==> config.mk <==
export PLATFORM = sky130hd
export DESIGN_NAME = r_type_seq_ctrl
export DESIGN_NICKNAME = d
export VERILOG_FILES = /design/src/rtl/r_type_seq_ctrl.sv
export SDC_FILE = /design/constraint.sdc
export NUM_CORES = 1
export LEC_CHECK = 0
export ABC_AREA = 1
export CAP_MARGIN = 20
export CORE_ASPECT_RATIO = 1.25
export CORE_MARGIN = 2
export CORE_UTILIZATION = 45
export CTS_CLUSTER_SIZE = 10
export DETAILED_ROUTE_END_ITERATION = 8
export PLACE_DENSITY = 0.75
export SLEW_MARGIN = 20
export SYNTH_ARGS = -nofsm -noshare
export SYNTH_HDL_FRONTEND = slang
export SYNTH_SLANG_ARGS = --single-unit
==> constraint.sdc <==
create_clock -name clk -period 2 [get_ports clk]
set_input_delay 0.4 -clock clk [delete_from_list [all_inputs] [get_ports clk]]
set_output_delay 0.4 -clock clk [all_outputs]
set_load 0.05 [all_outputs]
==> src/rtl/r_type_seq_ctrl.sv <==
// r_type_seq_ctrl: multi-cycle sequencer for RV32 R-type instructions.
// It fetches each instruction, decodes it to an ALU select, retires it, and traps on an illegal word or a fetch timeout.
module r_type_seq_ctrl #(
    parameter int TIMEOUT = 16
) (
    input  logic        clk,
    input  logic        reset_n,
    input  logic        run,
    input  logic        imem_ack,
    input  logic [31:0] imem_rdata,
    input  logic        trap_clr,
    output logic        imem_req,
    output logic [31:0] instrCode,
    output logic        regFileWe,
    output logic [3:0]  aluControl,
    output logic        pcEn,
    output logic        busy,
    output logic        trap,
    output logic [1:0]  trap_cause,
    output logic [31:0] retire_cnt
);
    typedef enum logic [2:0] {IDLE, FETCH, DECODE, EXEC, WB, TRAP} state_t;
    state_t state, nxt;
    logic [7:0] wcnt;
    logic [3:0] dec_alu;
    logic map_ok, legal;
    always_comb begin
        dec_alu = 4'd0;
        map_ok  = 1'b1;
        case ({instrCode[30], instrCode[14:12]})
            4'b0000: dec_alu = 4'd0;
            4'b1000: dec_alu = 4'd1;
            4'b0111: dec_alu = 4'd2;
            4'b0110: dec_alu = 4'd3;
            4'b0001: dec_alu = 4'd4;
            4'b0101: dec_alu = 4'd5;
            4'b1101: dec_alu = 4'd6;
            4'b0010: dec_alu = 4'd7;
            4'b0011: dec_alu = 4'd8;
            4'b0100: dec_alu = 4'd9;
            default: map_ok = 1'b0;
        endcase
    end
    assign legal = instrCode[6:0] == 7'b0110011 && !instrCode[31] && instrCode[29:25] == 5'd0 && map_ok;
    always_ff @(posedge clk or negedge reset_n)
        if (!reset_n) state <= IDLE;
        else state <= nxt;
    always_comb begin
        nxt = state;
        case (state)
            IDLE:    nxt = run ? FETCH : IDLE;
            FETCH:   nxt = imem_ack ? DECODE : (wcnt == 8'(TIMEOUT - 1) ? TRAP : FETCH);
            DECODE:  nxt = legal ? EXEC : TRAP;
            EXEC:    nxt = WB;
            WB:      nxt = run ? FETCH : IDLE;
            TRAP:    nxt = trap_clr ? IDLE : TRAP;
            default: nxt = IDLE;
        endcase
    end
    always_comb begin
        imem_req  = state == FETCH;
        regFileWe = state == WB;
        pcEn      = state == WB;
        trap      = state == TRAP;
        busy      = state != IDLE && state != TRAP;
    end
    // The wait counter idles at zero outside FETCH, so every FETCH entry starts a fresh count.
    always_ff @(posedge clk or negedge reset_n)
        if (!reset_n) begin
            wcnt       <= '0;
            instrCode  <= '0;
            aluControl <= '0;
            retire_cnt <= '0;
            trap_cause <= '0;
        end else begin
            wcnt <= state == FETCH ? wcnt + 8'd1 : 8'd0;
            if (state == FETCH && imem_ack) instrCode <= imem_rdata;
            if (state == DECODE && legal) aluControl <= dec_alu;
            if (state == WB) retire_cnt <= retire_cnt + 32'd1;
            if (state != TRAP && nxt == TRAP) trap_cause <= state == DECODE ? 2'd1 : 2'd2;
            else if (state == TRAP && trap_clr) trap_cause <= 2'd0;
        end
endmodule

==> impl_metrics.ini, run 1 <==
[cells_and_area]
multi_input_area_sq_um = 1880
insertedDiodeCount = 0
regArea_sq_um = 2030
final_cell_mix = 110 x nand2_1, 81 x dfrtp_1, 75 x clkdlybuf4s50_1
final_common_cell = nand2_1
nNetsFinal = 607
layout.cells.non_filler = 695
drive_gt1_frac = 0.163
fillers = 715
area_growth_pct = 39.3

[synth]
yosys_warnings = 0
synthesis.nets = 486
syn_area_per_cell_sq_um = 9.26
synth_cell_types = 35
synth_cells = 447
synth_seq_cells = 81
synth-seq-area-share = 0.490
post_synth_instance_area_sq_um = 4140

[timing]
drv_slew = 0
relSlewSlack = 0.638
worstMarginPinSlew_ns = 0.546
max_freq_mhz = 507
finalClockSkew_ns = 0.0112
min_period_ns = 1.97
grt_setup_unrepaired = no
finalSetupViolations = 0
fin_crit_sh = 0.986
fin_setup_tns_ns = 0
hold_viol_final = 0

[critical_path]
critPathKind = reg2out
worst_ep_arrival_time_ns = 1.57
path_cells = clkdlybuf4s50_1
cpMaxStageDelayCell = clkdlybuf4s50_1
worst-path-buf-inv = 1
required_ns = 1.60
endpoint_kind = output port
critical-path-max-stage-delay_ns = 0.83
critPathTopFamily = buffers and inverters
cp_max_fo = 4
crit_path_start_kind = flip-flop

[placement]
dp.cells = 680
io_buffers = 111
dp_hpwl_mm = 7.14
place_congestion = 0.851

[die]
rows = 39
dieArea_sq_um = 9990
die-width_um = 89.8
start_util = 0.459
coreArea_sq_um = 9030
die_h_um = 111
io_pins = 112

[global_route]
antenna_found_initial = 0
grt_usage = 0.200
grt_pass1_wl_mm = 16.0
gr-total-overflow = 0
grt_pass1_vias = 3441
grt_start_max_net_pins = 42

[clock_network]
cts_tree = done
cts_root_buffer = clkbuf_16
cts-htree-levels = 3
cts.clk_slew.worst_paths_ns = 0.06
clkSinkCount = 81
clk_path_buf_depth = 2
clk-insertion-delay-late_ns = 0.34
cts_buffers = 9

[drt]
drc = 0
drt_pass1_iterations = 5
wl_per_cell_um = 13.7
drt_iter0_markers = 131
postRouteWirelength_mm = 9.50
vias_per_cell = 4.82
ant_nets = 0
vias = 3347

[pwr]
peakVddDrop_mv = 1.12
p_leak_nw = 2.86
p_total_w = 0.00807
power_density_nw_per_um2 = 1400

[flow_run]
cap_violations = 0

[worst_hold_path]
hp-class = in2async

[run_status]
status = finished, final reports clean
==> cells in the mapped netlist, drive strengths merged <==
| cell | instances | area (sq um) |
|---|---|---|
| nand2 | 117 | 467 |
| dfrtp | 81 | 2030 |
| nor2 | 66 | 295 |
| inv | 48 | 183 |
| mux2 | 25 | 375 |
| nand3 | 22 | 150 |
| xor2 | 15 | 131 |
| a21oi | 13 | 65.1 |
| nor3 | 13 | 96.4 |
| o21ai | 9 | 45.0 |
| xnor2 | 9 | 78.8 |
| nand4 | 7 | 43.8 |
| buf | 5 | 46.3 |
| nand3b | 5 | 37.5 |
| ha | 2 | 25.0 |
| nor3b | 2 | 15.0 |
| o211ai | 2 | 15.0 |
| a22oi | 1 | 7.51 |
| and2 | 1 | 6.26 |
| clkbuf | 1 | 13.8 |
| clkinv | 1 | 3.75 |
| nor4 | 1 | 6.26 |
| o22ai | 1 | 6.26 |
==> per-layer routing <==
metal	part of all wire	GRT usage	vias up
met5	0	0	-
met4	0.032	0.0985	0
met3	0.071	0.0564	23
met2	0.49	0.341	119
met1	0.41	0.231	1548
li1	-	-	1657
==> logic make-up after synthesis <==
| family | after synthesis | share of synthesized area |
|---|---|---|
| AND/OR/NAND/NOR | 234 | 0.270 |
| flip-flops | 81 | 0.490 |
| buffers and inverters | 55 | 0.0595 |
| AO/OA/AOI/OAI | 26 | 0.0335 |
| multiplexers | 25 | 0.0907 |
| XOR/XNOR | 24 | 0.0508 |
| adder cells (fa/ha/maj) | 2 | 0.00604 |
==> through the flow <==
stage	setup slack [ns]	hold WS (ns)	util	instance area (sq um)
floorplan	0.142	0.104	-	4140
global placement	0.247	0.418	0.601	5430
detailed placement	0.224	0.423	0.601	5430
CTS	0.000625	0.0604	0.635	5730
global route	0.000323	0.0937	0.639	5770
finish	0.0284	0.0534	0.639	5770
==> area by class of cell <==
cell class,instances,area share
Clock buffer,9,0.0391
Clock inverter,6,0.0158
Inverter,49,0.0330
Multi-Input combinational cell,311,0.325
Sequential cell,81,0.352
Tap cell,123,0.0267
Timing Repair Buffer,116,0.209
==> final timing paths <==
path	from	to	slack (ns)	cells past startpoint
max	retire_cnt[14]	retire_cnt[14]	0.03	1
min	reset_n	retire_cnt[9]	0.05	1
max reg2reg	state[0]	instrCode[22]	0.35	7
min reg2reg	wcnt[0]	wcnt[0]	0.49	1
max in group asynchronous	reset_n	instrCode[8]	1.34	2
min in group clk	wcnt[0]	wcnt[0]	0.49	1
==> where the power goes <==
group | internal [W] | switching (W) | leakage [nW] | total, W
Sequential | 0.00207 | 0.000370 | 1.04 | 0.00244
Combinational | 0.00150 | 0.00239 | 1.68 | 0.00389
Clock | 0.00109 | 0.000656 | 0.144 | 0.00175
==> sequential cells by signal (all words and copies together) (netlist names) <==
register and count:
retire_cnt 32, instrCode 32, trap_cause 2, wcnt 8
state 3, aluControl 4
==> repair_timing <==
action,CTS,global route
setup buffers,0,0
setup endpoints to repair,9,11
hold buffers,0,0
resized for setup,9,11
Power figures use the tool's default switching activity.
==> run 2, diff against run 1 <==
--- a/config.mk
+++ b/config.mk
@@ -6,6 +6,7 @@
 export NUM_CORES = 1
 export LEC_CHECK = 0
 export ABC_AREA = 1
+export ABC_CLOCK_PERIOD_IN_PS = 2000
 export CAP_MARGIN = 20
 export CORE_ASPECT_RATIO = 1.25
 export CORE_MARGIN = 2
==> results of run 2 <==
Final layout, timing and power as in run 1 (identical DEF).
